**src/rtl/monte_carlo_lanes.sv**
```systemverilog
// monte_carlo_lanes: LANES parallel xorshift32 samplers estimate the area under a line, then a restoring divider
// turns the hit count into a WIDTH-bit fraction. Define MONTE_CARLO_ABORT_EN to add the abort input.
module monte_carlo_lanes #(
    parameter int WIDTH  = 10,
    parameter int LANES  = 4,
    parameter int ITER_W = 16
) (
    input  logic                            clk,
    input  logic                            rst,
    input  logic                            start,
`ifdef MONTE_CARLO_ABORT_EN
    input  logic                            abort,
`endif
    input  logic [ITER_W-1:0]               num_of_iterations,
    input  logic [31:0]                     seed,
    input  logic [WIDTH-1:0]                a,
    input  logic [WIDTH-1:0]                b,
    output logic                            busy,
    output logic                            done,
    output logic [ITER_W+$clog2(LANES):0]   hits,
    output logic [WIDTH-1:0]                result
);

    localparam int DW  = ITER_W + $clog2(LANES);
    localparam int HW  = DW + 1;
    localparam int FW  = 2 * WIDTH + 1;
    localparam int DCW = $clog2(WIDTH + 1);

    typedef enum logic [1:0] {IDLE, RUN, DIV, DONE} state_t;

    state_t             state, state_next;
    logic [ITER_W-1:0]  n_reg;
    logic [WIDTH-1:0]   a_reg, b_reg;
    logic [ITER_W-1:0]  round_cnt;
    logic [HW-1:0]      acc, acc_sum, pop;
    logic [HW-1:0]      rem, trial;
    logic [DW-1:0]      divisor;
    logic               ge;
    logic [WIDTH:0]     quot;
    logic [DCW-1:0]     div_cnt;
    logic               last_round, last_div, abort_req;

    logic [31:0]        lane_s    [LANES];
    logic [31:0]        lane_adv  [LANES];
    logic [31:0]        lane_seed [LANES];
    logic [LANES-1:0]   lane_hit;

`ifdef MONTE_CARLO_ABORT_EN
    assign abort_req = abort;
`else
    assign abort_req = 1'b0;
`endif

    for (genvar g = 0; g < LANES; g++) begin : g_lane
        logic [WIDTH-1:0]   x, y, f;
        logic [2*WIDTH-1:0] prod;
        logic [FW-1:0]      f_wide;
        logic [31:0]        t1, t2, s0;

        assign x      = lane_s[g][WIDTH-1:0];
        assign y      = lane_s[g][2*WIDTH-1:WIDTH];
        assign prod   = {{WIDTH{1'b0}}, a_reg} * {{WIDTH{1'b0}}, x};
        assign f_wide = FW'(prod >> WIDTH) + FW'(b_reg);
        assign f      = (f_wide > FW'({WIDTH{1'b1}})) ? {WIDTH{1'b1}} : f_wide[WIDTH-1:0];
        assign lane_hit[g] = (y <= f);

        assign t1          = lane_s[g] ^ (lane_s[g] << 13);
        assign t2          = t1 ^ (t1 >> 17);
        assign lane_adv[g] = t2 ^ (t2 << 5);

        // A zero state would lock xorshift at zero forever.
        assign s0           = seed ^ (32'(g) * 32'h9E3779B9);
        assign lane_seed[g] = (s0 == 32'd0) ? 32'd1 : s0;
    end

    always_comb begin
        pop = '0;
        for (int i = 0; i < LANES; i++) begin
            pop = pop + HW'(lane_hit[i]);
        end
    end

    assign acc_sum    = acc + pop;
    assign divisor    = DW'(n_reg) * DW'(LANES);
    assign ge         = (rem >= {1'b0, divisor});
    assign trial      = ge ? (rem - {1'b0, divisor}) : rem;
    assign last_round = (round_cnt == (n_reg - ITER_W'(1)));
    assign last_div   = (div_cnt == DCW'(WIDTH));
    assign busy       = (state == RUN) || (state == DIV);

    always_comb begin
        state_next = state;
        case (state)
            IDLE: if (start) state_next = (num_of_iterations == '0) ? DONE : RUN;
            RUN: begin
                if (abort_req)       state_next = IDLE;
                else if (last_round) state_next = DIV;
            end
            DIV: begin
                if (abort_req)     state_next = IDLE;
                else if (last_div) state_next = DONE;
            end
            DONE:    state_next = IDLE;
            default: state_next = IDLE;
        endcase
    end

    // The remainder starts as the raw hit count; hits <= samples keeps the quotient within WIDTH+1 bits.
    always_ff @(posedge clk or negedge rst) begin
        if (!rst) begin
            state     <= IDLE;
            n_reg     <= '0;
            a_reg     <= '0;
            b_reg     <= '0;
            round_cnt <= '0;
            acc       <= '0;
            rem       <= '0;
            quot      <= '0;
            div_cnt   <= '0;
            done      <= 1'b0;
            hits      <= '0;
            result    <= '0;
            for (int i = 0; i < LANES; i++) begin
                lane_s[i] <= '0;
            end
        end else begin
            state <= state_next;
            done  <= 1'b0;
            case (state)
                IDLE: begin
                    if (start) begin
                        n_reg     <= num_of_iterations;
                        a_reg     <= a;
                        b_reg     <= b;
                        acc       <= '0;
                        round_cnt <= '0;
                        quot      <= '0;
                        for (int i = 0; i < LANES; i++) begin
                            lane_s[i] <= lane_seed[i];
                        end
                    end
                end
                RUN: begin
                    if (!abort_req) begin
                        acc       <= acc_sum;
                        round_cnt <= round_cnt + ITER_W'(1);
                        for (int i = 0; i < LANES; i++) begin
                            lane_s[i] <= lane_adv[i];
                        end
                        if (last_round) begin
                            rem     <= acc_sum;
                            div_cnt <= '0;
                        end
                    end
                end
                DIV: begin
                    if (!abort_req) begin
                        rem     <= {trial[HW-2:0], 1'b0};
                        quot    <= {quot[WIDTH-1:0], ge};
                        div_cnt <= div_cnt + DCW'(1);
                    end
                end
                DONE: begin
                    done   <= 1'b1;
                    hits   <= acc;
                    result <= quot[WIDTH] ? {WIDTH{1'b1}} : quot[WIDTH-1:0];
                end
                default: ;
            endcase
        end
    end

endmodule

```
**config.mk**
```make
export PLATFORM = sky130hd
export DESIGN_NAME = monte_carlo_lanes
export DESIGN_NICKNAME = d
export VERILOG_FILES = /design/src/rtl/monte_carlo_lanes.sv
export SDC_FILE = /design/constraint.sdc
export NUM_CORES = 2
export LEC_CHECK = 0
export ABC_AREA = 1
export CAP_MARGIN = 40
export CELL_PAD_IN_SITES_DETAIL_PLACEMENT = 1
export CELL_PAD_IN_SITES_GLOBAL_PLACEMENT = 2
export CORE_ASPECT_RATIO = 0.8
export CORE_UTILIZATION = 40
export CTS_CLUSTER_SIZE = 8
export DETAILED_ROUTE_END_ITERATION = 8
export HOLD_SLACK_MARGIN = 0.15
export PLACE_DENSITY = 0.94
export REMOVE_ABC_BUFFERS = 1
export SYNTH_ARGS = -nofsm -noshare
export SYNTH_HDL_FRONTEND = slang
export SYNTH_SLANG_ARGS = --single-unit
```
**constraint.sdc**
```tcl
create_clock -name clk -period 24.4 [get_ports clk]
set_input_delay 4.88 -clock clk [delete_from_list [all_inputs] [get_ports clk]]
set_output_delay 4.88 -clock clk [all_outputs]
set_load 0.03 [all_outputs]
```
==> results list <==
- Via total after detailed routing: roughly 28,000
- Top reg by flops: lane_s
- Input and output buffers added on the ports amount to 101.
- For this configuration, the core starts out at a cell density of just over 40%.
* Fraction of the mapped netlist area in compound gates: 12.0%
* Total of cells resized after clock tree synthesis: 0
- Slew at the pin closest to its max-slew limit: 1.01 ns
- Largest area contributor in the netlist: sky130_fd_sc_hd__dfrtp_1
- The slowest stage of the critical path is the sky130_fd_sc_hd__fa_1 cell.
* TritonCTS clock tree: yes
- Number of H-tree levels: 2
* Filler cell count in the final layout: 9,715
- After clock tree synthesis, the setup repair step added 0 buffers.
- Final routed wirelength across all metal layers: ~110,000 um
- The core region is 0.0774 mm2.
- Avg Inst Size Synth: 7.45 um2
- Worst hold path type: reg -> reg
* Source-to-sink clock delay at the later pin of the worst-skew pair: 0.55 ns
- The root buffer cell chosen for the clock tree is sky130_fd_sc_hd__clkbuf_16.
* Cell Rows: 91
* Number of global-route vias before repair: between 20,000 and 30,000
- Critical R2R Launch: a_reg[7]
- Total overflow reported by the global router: 0
- Data required time of the critical path: approximately 25 ns
- In this run the worst setup path begins at a_reg[7].
* Post-CTS Hold Buffers: 0
* Fin crit period: between 10 and 15 ns
- Proportion of layout cells with a drive suffix above 1: roughly 3.3%
- Num CTS Buffers: 39
* DR iter-0 viols: around 1,900
- Layout-stage area growth over the synthesis result: 9.73%
- Of the post-synthesis cell area, the part taken by muxes is 0%.
- Sequential fraction of the synthesis area: 21.1%
- Run status: complete, no violations
- Die boundary height: 253 um
- Maximum buffer depth of the clock tree: 3
- Yosys mapped a number of flops with a built-in enable equal to 0.
* Normalized max-slew margin: between 30% and 40%
- The die covers 0.0798 mm2.
- Number of antenna-violating nets in the routed design: 0
- Main combinational cell family by area after synthesis: adder cells
- Setup repair after global routing missed its margin: false
- Dividing the detail-routed wire length by the instance count gives 20.1 um.
- Routability-driven placement finished with a final weighted congestion of 0.942.
- The total count of hold-check failures in the final report is 0.
- Setup TNS: 0 ns
* Top cells by area, synth: sky130_fd_sc_hd__dfrtp_1 21%, sky130_fd_sc_hd__fa_1 16%, sky130_fd_sc_hd__ha_1 13%
* Setup CP Type: reg -> reg
- The share of synthesized area in the top cell type comes to 21.1%.
- Based on the critical path, the design can be clocked at up to 93.4 MHz.
- Pin count of the biggest net entering global routing: around 110
* Initial antenna violation count: 11
- Summing the areas of all and, or, nand and nor instances in the mapped netlist gives 20.6% of the synthesized area.
* Xor/xnor share of the synthesized area: slightly below 7%
- The tool flagged a number of max-cap violations equal to 0.
* Clock transition at path regs: around 0.060 ns
* Number of distinct library cells after synthesis: between 50 and 60
- STA classifies the critical path startpoint as a flop.
* Largest stage delay on the critical path: 0.58 ns
- Between clock sinks in the finished design, the worst skew comes to around 0.027 ns.
* I/O pin total: slightly above 100
- For this run, the detailed router's first-pass iteration total came to 6.
* Number of endpoints failing setup at the final stage: 0
- For this run, asynchronously set or reset flops after synthesis account for between 90% and 100%.
* Most common cell on crit path: sky130_fd_sc_hd__nand2_1
* Mapped Cells: about 4,200
* Die W: around 320 um
- The final layout contains 4,877 nets.
- Post-synthesis adder-cell area fraction: 28.7%
* Total global-route track usage: 27.0%
- Critical path data arrival time: 11.17 ns
- Ys Warns: 0
- The first global-routing pass estimated between 150,000 and 200,000 um of wire.
- Number of max-slew violations in the final report: 0
- Detailed placement finished with a half-perimeter wire length of 83,100 um.
* Remaining routing DRC violations: 0
- Main synth FF type: sky130_fd_sc_hd__dfrtp_1
- The cell area that synthesis handed to floorplanning was 0.0315 mm2.
* Clock tree sinks: ~270
- The synthesized design contains ~270 register bits.
- In the routed layout, each cell is associated on average with a via count of approximately 5.4.
- STA classifies the critical path endpoint as a flop.
* Critical path peak fanout: 40
- Flip-flop count of the largest register after layout: 48
- In this run the most critical hold path is launched from rem[2].
- Share of the clock period used by the worst path: 43.9%
-- critical path: cells and delay by family, from the launching register on --
family / cells / cell delay, ns
fa+ha+maj: 11 / 4.67
compound gates: 6 / 0.93
flops: 1 / 0.38
simple gates: 22 / 2.68
xor+xnor: 2 / 0.44
buf+inv: 12 / 1.50
-- layout by cell type (no fill, tap or decap), types with 100 or more instances in the layout --
cell type                         Yosys  routed
sky130_fd_sc_hd__nor2_1             276     276
sky130_fd_sc_hd__dfrtp_1            265     259
sky130_fd_sc_hd__nand3_1            136     136
sky130_fd_sc_hd__nand2_1            990     990
sky130_fd_sc_hd__a21oi_1            321     321
sky130_fd_sc_hd__ha_1               318     317
sky130_fd_sc_hd__inv_1              720     720
sky130_fd_sc_hd__xor2_1             125     125
sky130_fd_sc_hd__clkdlybuf4s50_1      0     100
sky130_fd_sc_hd__xnor2_1            121     121
sky130_fd_sc_hd__fa_1               252     252
sky130_fd_sc_hd__o21ai_0            203     203
-- cell families after synthesis --
logic type	Yosys count
AND/OR/NAND/NOR	1565
flip-flops	265
XOR/XNOR	246
AO/OA/AOI/OAI	687
buffers and inverters	890
adder cells (fa/ha/maj)	570
-- through the flow --
| stage | cells | util (%) | hold WS, ns | setup slack (ns) | cell area [um2] |
|---|---|---|---|---|---|
| after global placement | 5211 | 43.1 | 0.497 | 13.94 | 33300 |
| after floorplan | 4059 | - | 0.476 | 15.05 | 30800 |
| after detailed placement | 5218 | 43.2 | 0.502 | 13.67 | 33500 |
| after CTS | 5264 | 44.6 | 0.517 | 13.61 | 34500 |
| final | 5265 | 44.6 | 0.514 | 13.69 | 34500 |
| after global routing | 5264 | 44.6 | 0.544 | 12.69 | 34500 |
-- synth_stat cells (all sizes together) (12+ instances only) --
cell / number
xnor2: 121
a21oi: 322
xor2: 125
a31oi: 60
fa: 252
o211ai: 22
buf: 38
ha: 318
o22ai: 15
or2: 24
nand3b: 28
nor3: 41
nand3: 139
dfrtp: 265
nand2: 996
clkbuf: 126
o221ai: 12
inv: 725
nor2: 287
nand4: 29
nor4: 13
a21o: 12
o21ai: 205
-- final timing paths --
check	depth (start not counted)	slack [ns]	end
worst max register to register	53	13.69	rem[14]
max in group asynchronous	2	18.73	quot[7]
min in group asynchronous	1	4.37	lane_s[54]
worst min register to register	2	0.51	rem[2]
worst max-delay path	53	13.69	rem[14]
worst min-delay path	2	0.51	rem[2]
-- routing by layer --
metal,wire length (um),global-route usage [%],up-vias
li1,-,-,13353
met1,50100,39.7,14131
met2,46400,41.7,752
met3,7250,3.99,133
met4,2210,5.99,10
met5,57,0,-
-- final cells by class --
cell class,count,area (um2),share of cell area (%)
multi-input cells,3068,21500,62.2
flip-flops and latches,265,6640,19.2
inverters,726,2730,7.90
repair buffers,136,1360,3.94
well taps,1023,1280,3.71
clock buffers,44,1000,2.91
clock inverters,2,38.8,0.112
diodes,1,2.50,0.00725
Power is left out: the tool's default activity adds up to more than one toggle a clock period on the data nets, which glitch-free logic cannot reach.
